--- config.mk ---
export PLATFORM = sky130hd
export DESIGN_NAME = alu_seq_ctrl
export DESIGN_NICKNAME = d
export VERILOG_FILES = /design/src/rtl/alu_seq_ctrl.sv
export SDC_FILE = /design/constraint.sdc
export NUM_CORES = 1
export LEC_CHECK = 0
export CAP_MARGIN = 30
export CORE_ASPECT_RATIO = 0.75
export CORE_UTILIZATION = 45
export DETAILED_ROUTE_END_ITERATION = 6
export PLACE_DENSITY = 0.72
export SYNTH_ARGS = -nofsm -noshare
export SYNTH_HDL_FRONTEND = slang
export SYNTH_SLANG_ARGS = --single-unit
--- constraint.sdc ---
create_clock -name clk -period 2.3 [get_ports clk]
set_input_delay 0.46 -clock clk [delete_from_list [all_inputs] [get_ports clk]]
set_output_delay 0.46 -clock clk [all_outputs]
set_load 0.005 [all_outputs]
--- src/rtl/alu_seq_ctrl.sv ---
// -----------------------------------------------------------------------------
// alu_seq_ctrl
//
// Sequencer that drives an external 8-bit ALU. Single ALU ops (add, invert b,
// and, or, sra, sll, beq, bneq) take one EXEC cycle. MUL (op 8) runs an
// unsigned 8x8 shift-and-add multiply through the same ALU: eight iterations
// of MUL_ADD (acc += mcand when the multiplier LSB is set) followed by
// MUL_SHIFT (mcand <<= 1). Only the low byte of the product is kept.
// Ops 9-15 are illegal: they complete at EXEC latency with err=1.
//
// Ports
//   clk             rising-edge clock
//   rst_n           asynchronous active-low reset
//   start           request strobe, accepted only in IDLE or DONE
//   op[3:0]         operation code (0-7 ALU, 8 MUL, 9-15 illegal)
//   opa, opb[7:0]   operands, captured on accept
//   alu_a, alu_b    registered ALU operands
//   alu_sel[2:0]    registered ALU op select
//   alu_f[7:0]      ALU result
//   alu_ovf         ALU signed add overflow
//   alu_take_branch ALU branch decision
//   busy            high in EXEC, MUL_ADD, MUL_SHIFT
//   done            one-cycle completion pulse (DONE state)
//   result[7:0]     registered result, held until the next completion
//   ovf, taken, err registered status flags, held with result
// -----------------------------------------------------------------------------
module alu_seq_ctrl #(
    parameter int DATA_W = 8
) (
    input  logic              clk,
    input  logic              rst_n,
    input  logic              start,
    input  logic [3:0]        op,
    input  logic [DATA_W-1:0] opa,
    input  logic [DATA_W-1:0] opb,
    output logic [DATA_W-1:0] alu_a,
    output logic [DATA_W-1:0] alu_b,
    output logic [2:0]        alu_sel,
    input  logic [DATA_W-1:0] alu_f,
    input  logic              alu_ovf,
    input  logic              alu_take_branch,
    output logic              busy,
    output logic              done,
    output logic [DATA_W-1:0] result,
    output logic              ovf,
    output logic              taken,
    output logic              err
);

    typedef enum logic [2:0] {
        IDLE      = 3'd0,
        EXEC      = 3'd1,
        MUL_ADD   = 3'd2,
        MUL_SHIFT = 3'd3,
        DONE      = 3'd4
    } state_t;

    localparam logic [3:0] OP_MUL  = 4'd8;
    localparam logic [2:0] SEL_ADD = 3'd0;
    localparam logic [2:0] SEL_SLL = 3'd5;

    state_t            state;
    logic [3:0]        op_q;
    logic [DATA_W-1:0] acc;
    logic [DATA_W-1:0] mcand;
    logic [DATA_W-1:0] mplier;
    logic [2:0]        cnt;

    function automatic logic is_illegal(input logic [3:0] code);
        return code > OP_MUL;
    endfunction

    function automatic logic is_branch(input logic [3:0] code);
        return (code == 4'd6) || (code == 4'd7);
    endfunction

    // The ALU drive lines are registered: each transition loads the values the
    // next state must present, so they are valid for the whole state cycle.
    always_ff @(posedge clk or negedge rst_n) begin
        if (!rst_n) begin
            state   <= IDLE;
            op_q    <= '0;
            acc     <= '0;
            mcand   <= '0;
            mplier  <= '0;
            cnt     <= '0;
            alu_a   <= '0;
            alu_b   <= '0;
            alu_sel <= '0;
            busy    <= 1'b0;
            done    <= 1'b0;
            result  <= '0;
            ovf     <= 1'b0;
            taken   <= 1'b0;
            err     <= 1'b0;
        end else begin
            case (state)
                EXEC: begin
                    // Branch ops and illegal ops report a zero result.
                    result  <= (is_branch(op_q) || is_illegal(op_q)) ? '0 : alu_f;
                    ovf     <= (op_q == 4'd0) ? alu_ovf : 1'b0;
                    taken   <= is_branch(op_q) ? alu_take_branch : 1'b0;
                    err     <= is_illegal(op_q);
                    done    <= 1'b1;
                    busy    <= 1'b0;
                    alu_a   <= '0;
                    alu_b   <= '0;
                    alu_sel <= '0;
                    state   <= DONE;
                end

                MUL_ADD: begin
                    if (mplier[0]) begin
                        acc <= alu_f;
                    end
                    alu_sel <= SEL_SLL;
                    alu_a   <= mcand;
                    alu_b   <= '0;
                    state   <= MUL_SHIFT;
                end

                MUL_SHIFT: begin
                    mcand  <= alu_f;
                    mplier <= mplier >> 1;
                    cnt    <= cnt + 3'd1;
                    if (cnt == 3'd7) begin
                        result  <= acc;
                        ovf     <= 1'b0;
                        taken   <= 1'b0;
                        err     <= 1'b0;
                        done    <= 1'b1;
                        busy    <= 1'b0;
                        alu_a   <= '0;
                        alu_b   <= '0;
                        alu_sel <= '0;
                        state   <= DONE;
                    end else begin
                        // acc is already final for this iteration; the shifted
                        // multiplicand arrives on alu_f right now.
                        alu_sel <= SEL_ADD;
                        alu_a   <= acc;
                        alu_b   <= alu_f;
                        state   <= MUL_ADD;
                    end
                end

                default: begin
                    // IDLE and DONE: the only states that accept a request.
                    done    <= 1'b0;
                    busy    <= 1'b0;
                    alu_a   <= '0;
                    alu_b   <= '0;
                    alu_sel <= '0;
                    state   <= IDLE;
                    if (start) begin
                        op_q <= op;
                        busy <= 1'b1;
                        if (op == OP_MUL) begin
                            acc     <= '0;
                            mcand   <= opa;
                            mplier  <= opb;
                            cnt     <= '0;
                            alu_sel <= SEL_ADD;
                            alu_a   <= '0;
                            alu_b   <= opa;
                            state   <= MUL_ADD;
                        end else begin
                            if (!is_illegal(op)) begin
                                alu_a   <= opa;
                                alu_b   <= opb;
                                alu_sel <= op[2:0];
                            end
                            state <= EXEC;
                        end
                    end
                end
            endcase
        end
    end

endmodule

==> impl_metrics.csv <==
group,metric,value,unit
status,outcome,"finished, violations left",
status,violations,"design-rule violations",
logic_synthesis,syn_area_per_cell,10.4,um^2
finish,fin_cells,454,
logic_synthesis,syn_nets,337,
grt,grt_pass1_vias,2585,
finish,area_growth,31.0,%
cts,clk_pin_slew,0.07,ns
logic_synthesis,ys_seq_elements,66,
setup_path,reg2reg_to,"alu_b[7]$_DFF_PN0_",
timing,rsz0062_at_grt,"false",
routing,num_vias,2652,
timing,setup_violations,0,
routing,drt-vias-per-instance,5.84,
setup_path,critical-path-top-delay-family,"compound AO/OA/AOI/OAI gates",
setup_path,cp.arrival,2.27,ns
timing,slew_violations,0,
setup_path,cp.required,2.56,ns
setup_path,reg2reg_from,"state[0]$_DFF_PN0_",
cts,root_buffer,"clkbuf_8",
logic_synthesis,synth_top_area_share,52.6,%
setup_path,crit_end,"alu_b[7]$_DFF_PN0_",
grt,grt_usage,24.1,%
routing,wl,8.00,mm
die,rows,25,
logic_synthesis,post_synth_num_cell_types,39,
routing,first_pass_iters,6,
setup_path,cpMaxStageDelayCell,"dfrtp_1",
setup_path,worst_setup_path_start_kind,"flip-flop",
setup_path,cp-startpoint,"state[0]$_DFF_PN0_",
grt,antenna_found_initial,0,
placed_design,gp_congestion,0.872,
setup_path,rr_worst_depth,4,
grt,grt_first_pass_wirelength,13.5,mm
setup_path,cp.depth,4,
setup_path,cp_cell_sequence,"o21bai_2, nand2_1, buf_4, o21ai_0",
setup_path,cp.buffers_inverters,1,
die,fp.dieH,74.3,um
timing,fmax,498,MHz
setup_path,cp_max_fo,13,
finish,n_antenna_cell,0,
die,die_x,98.4,um
finish,drive_gt1_share,11.8,%
cts,tritoncts,"done",
die,coreArea,6510,um^2
cts,clockBufferDepth,2,
power_and_ir_drop,power_density,1070,nW/um^2
placed_design,hpwl,5.58,mm
die,die_area,7320,um^2
logic_synthesis,syn-cell-area,3140,um^2
cts,cts-resized-gates,0,
cts,holdBufCountCts,0,
routing,drc_errors,6,
logic_synthesis,ys_seq_area_share,52.6,%
cts,htreeDepth,3,
logic_synthesis,synth_cells,302,
timing,setup_tns,0,ns
min_path,hp-class,"primary input to asynchronous set/reset pin",
logic_synthesis,synthTopCellsByArea,"dfrtp_1 53%, nand2_1 6.0%, nand4_1 4.8%, o211ai_1 3.6%, o2bb2ai_1 3.1%",
die,ios,65,
cts,clk_latency,0.34,ns
setup_path,critical_path.endpoint_type,"flip-flop",
cts,cts-buffers-inserted,9,
placed_design,dpl.cell_count,438,
routing,drt-initial-drc-count,166,
setup_path,r2r_slack,0.29,ns
die,initial_core_util,48.3,%
grt,grt_max_degree,67,
logic_synthesis,yosysTopAreaCell,"dfrtp_1",
finish,fin_nets,403,
timing,hold_viol,0,
timing,clock_skew,0.00921,ns
cts,numClockSinks,66,
routing,wl_per_cell,17.6,um
timing,slew_headroom,56.1,%
setup_path,path_class,"flip-flop to flip-flop",
setup_path,max_stage_delay,0.55,ns
cts,post-cts-setup-buffer-count,0,
power_and_ir_drop,ir_worst_vdd,399,uV
timing,timing.final.crit_period,2.01,ns
run,maxCapViolCount,0,
placed_design,portBuffers,64,
logic_synthesis,ys_warn_count,0,
timing,tightest_slew,0.655,ns
finish,final_common_cell,"dfrtp_1",
routing,postRouteAntennaNets,0,
finish,final_cell_mix,"66 x dfrtp_1, 63 x clkdlybuf4s50_1, 50 x nand2_1",
timing,min_period_over_period,87.3,%
grt,grt_overflow_total,0,
power_and_ir_drop,p_leak,0.00181,uW
-- worst reg2reg max path, cell delays in order, from the launching register on --
cell and delay, ns:
dfrtp_1 0.55, o21bai_2 0.53, nand2_1 0.40, buf_4 0.28
o21ai_0 0.17
-- per-layer routing --
layer  GRT usage [%]  part of all wire [%]  routed length, um  vias to the layer above
li1                -                     -                  -                     1241
met2            38.1                    46               3680                      122
met3            6.11                   8.1                644                       10
met4            6.30                  0.84                 67                        0
met5               0                     0                  0                        -
met1            33.7                    45               3600                     1279
-- area by class of cell --
cell class                 instances  area, um^2
clock buffer                      12         165
clock inverter                     4        48.8
fill                             531        2390
inverter                           2        7.51
multi-input combinational        209        1360
sequential                        66        1650
tap                               81         101
timing repair buffer              80         781
-- through the flow --
step                      hold slack [ns]  setup slack (ns)  power (uW)  utilization, %  area [um^2]
after CTS                           0.140             0.323        4450            63.2         4110
after detailed placement            0.477             0.257        3410            59.9         3900
after global placement              0.473             0.279        3380            59.9         3900
after floorplan                     0.164             0.600        2720               -         3140
after global routing                0.160            0.0853        4700            63.2         4110
final                               0.128             0.292        4410            63.2         4110
-- sequential cells by signal (all words and copies together), names as in the netlist --
signal   cells
result       8
acc          8
op_q         4
mcand        8
alu_b        8
ovf          1
err          1
alu_sel      3
done         1
alu_a        8
mplier       8
state        3
busy         1
taken        1
cnt          3
-- where the power goes --
group / switching (uW) / internal (uW) / total, uW / leakage [uW]
clock: 438 / 587 / 1030 / 0.000112
combinational: 665 / 836 / 1500 / 0.000870
sequential: 306 / 1580 / 1890 / 0.000827
-- cell usage after synthesis (all sizes together) --
cell type	number
a21o	11
a21oi	18
a22o	8
a22oi	3
a2bb2oi	8
a32o	2
and2	2
and3	1
and3b	3
buf	18
clkbuf	7
clkinv	1
dfrtp	66
ha	2
inv	1
mux2	6
nand2	50
nand2b	11
nand3b	1
nand4	24
nand4bb	1
nor2	1
nor2b	10
nor3	3
nor3b	1
nor4b	1
nor4bb	1
o211ai	15
o21ai	10
o21bai	2
o2bb2ai	11
o31ai	1
or3	1
xor2	1
-- worst min path at each step --
stage | startpoint | endpoint | slack, ns | depth (start not counted)
floorplan | rst_n | acc[0]$_DFFE_PN0P_ | 0.16 | 0
global placement | ovf$_DFFE_PN0P_ | ovf$_DFFE_PN0P_ | 0.47 | 1
detailed placement | err$_DFFE_PN0P_ | err$_DFFE_PN0P_ | 0.48 | 1
CTS | rst_n | ovf$_DFFE_PN0P_ | 0.14 | 2
global route | rst_n | ovf$_DFFE_PN0P_ | 0.16 | 2
finish | rst_n | ovf$_DFFE_PN0P_ | 0.13 | 2
-- cells by family after synthesis --
group,Yosys count,synth area share [%]
flip-flops,66,52.6
AO/OA/AOI/OAI,89,20.6
XOR/XNOR,1,0.279
adder cells (fa/ha/maj),2,0.797
AND/OR/NAND/NOR,111,19.3
buffers and inverters,27,4.34
multiplexers,6,2.15
(Power assumes the default switching activity.)
==> patch (same flow settings) <==
The parameter `DATA_W` goes from 8 to 10.
--- a/src/rtl/alu_seq_ctrl.sv
+++ b/src/rtl/alu_seq_ctrl.sv
@@ -27,3 +27,3 @@
 module alu_seq_ctrl #(
-    parameter int DATA_W = 8
+    parameter int DATA_W = 10
 ) (
Interface: changed (6 resized); port bits go from 65 to 77. No check against the original RTL was run, so the function may have changed too.
==> patch against the unedited design <==
Total power up 57%. Sequential cell count up 12. Worst setup slack worse by 0.059 ns. Routed wire length up 58%. Clock power up 41%. Synthesized cell count up 35%. Critical path depth down 1. Clock skew down 0.0019 ns. Area after synthesis up 40%. Final area up 34%. Utilization down 3.3 points. Critical path type unchanged. Critical endpoint is now mplier[0]$_DFFE_PN0P_.
==> patch: results (changes against the unedited design) <==
<table>
<tr><th>Metric</th><th>Value</th></tr>
<tr><th colspan="2">Synthesis</th></tr>
<tr><td>Mapped Nets</td><td>449 (+33%)</td></tr>
<tr><td>Sequential cell area fraction in the yosys report</td><td>0.445 (-0.0808)</td></tr>
<tr><td>Adder and majority gate portion of the synthesized area</td><td>0.00799 (+0.0000218)</td></tr>
<tr><td>Area contributors post-synth</td><td>sky130_fd_sc_hd__dfrtp_1 (45%), sky130_fd_sc_hd__a211oi_1 (6.5%), sky130_fd_sc_hd__mux2_2 (5.9%)</td></tr>
<tr><td>Netlist cell types</td><td>55 (+41%)</td></tr>
<tr><td>Share of the synthesized area in compound gates (AO/OA/AOI/OAI)</td><td>0.261 (+0.0553)</td></tr>
<tr><th colspan="2">Global routing</th></tr>
<tr><td>Global-route usage over all layers</td><td>0.265 (+0.0239)</td></tr>
<tr><td>Maximum number of pins on one net before global-route repair</td><td>49 (-27%)</td></tr>
<tr><td>First-pass GRT wire length</td><td>20300 um (+51%)</td></tr>
<tr><th colspan="2">Critical path</th></tr>
<tr><td>Maximum net fanout on the critical path</td><td>19 (+6)</td></tr>
<tr><td>Crit path DAT</td><td>2.23 ns (-0.04 ns)</td></tr>
<tr><th colspan="2">Finish</th></tr>
<tr><td>Fraction of final layout cells with drive strength greater than 1</td><td>0.202 (+0.0837)</td></tr>
<tr><td>Number of filler cells placed in the layout</td><td>832 (+57%)</td></tr>
<tr><td>Layout Nets</td><td>512 (+27%)</td></tr>
<tr><th colspan="2">Detailed routing</th></tr>
<tr><td>Via density per instance</td><td>6.38 (+9.2%)</td></tr>
<tr><td>Final routed wirelength across all metal layers</td><td>12600 um (+58%)</td></tr>
<tr><td>Drt pass-1 iters</td><td>5 (-1)</td></tr>
<tr><td>Violation count after the first detailed-routing iteration</td><td>303 (+83%)</td></tr>
<tr><th colspan="2">Power and ir drop</th></tr>
<tr><td>Worst-case vdd ir drop</td><td>0.833 mV (+110%)</td></tr>
<tr><td>Leak pwr</td><td>2.27 nW (+26%)</td></tr>
<tr><th colspan="2">Placement</th></tr>
<tr><td>Worst slack after detailed placement</td><td>0.0576 ns (-0.199 ns)</td></tr>
<tr><td>Placer's final routability congestion estimate</td><td>0.797 (-8.6%)</td></tr>
<tr><th colspan="2">Timing</th></tr>
<tr><td>Slew Limit Headroom</td><td>0.371 (-0.190)</td></tr>
<tr><td>Clock Skews</td><td>0.00729 ns (-0.00192 ns)</td></tr>
<tr><th colspan="2">Outcome</th></tr>
<tr><td>Result of the run</td><td>finished, final reports clean</td></tr>
<tr><th colspan="2">Clock network</th></tr>
<tr><td>Clock root buffer master</td><td>sky130_fd_sc_hd__clkbuf_16</td></tr>
</table>
[patch: power by group through the flow]
stage	Combinational (W)	Clock, W	Sequential [W]
detailed placement	0.00306	0	0.00237
global placement	0.00297	0	0.00234
finish	0.00312	0.00145	0.00236
global route	0.00339	0.00153	0.00243
CTS	0.00308	0.00146	0.00235
floorplan	0.00207	0	0.00224
[patch: routing by layer]
layer	routed length [um]	vias up	global-route usage
li1	-	1717	-
met1	5860	1913	0.396
met2	5410	209	0.384
met3	1180	13	0.0522
met4	138	0	0.0769
met5	0	-	0
[patch: layout make-up]
| type | instances | area (um^2) | area share |
|---|---|---|---|
| flip-flops and latches | 78 | 1950 | 0.353 |
| well taps | 128 | 160 | 0.0290 |
| clock buffers | 12 | 256 | 0.0464 |
| inverters | 17 | 63.8 | 0.0115 |
| repair buffers | 94 | 931 | 0.168 |
| multi-input cells | 271 | 2120 | 0.384 |
| clock inverters | 4 | 45.0 | 0.00814 |
[patch: path summary, 6_finish.rpt]
path	start	cells past startpoint	slack [ns]	endpoint
max in group asynchronous	rst_n	2	1.64	result[2]$_DFFE_PN0P_
worst min-delay path	rst_n	1	0.06	mplier[3]$_DFFE_PN0P_
worst max-delay path	state[0]$_DFF_PN0_	3	0.23	mplier[0]$_DFFE_PN0P_
worst min register to register	err$_DFFE_PN0P_	1	0.49	err$_DFFE_PN0P_
min in group clk	err$_DFFE_PN0P_	1	0.49	err$_DFFE_PN0P_
worst max register to register	state[0]$_DFF_PN0_	3	0.23	mplier[0]$_DFFE_PN0P_
[patch: through the flow]
step / cell area (um^2) / std cells
2_1_floorplan: 4380 / 408
3_3_place_gp: 5230 / 588
3_5_place_dp: 5230 / 588
4_1_cts: 5530 / 604
5_1_grt: 5530 / 604
6_report: 5530 / 604
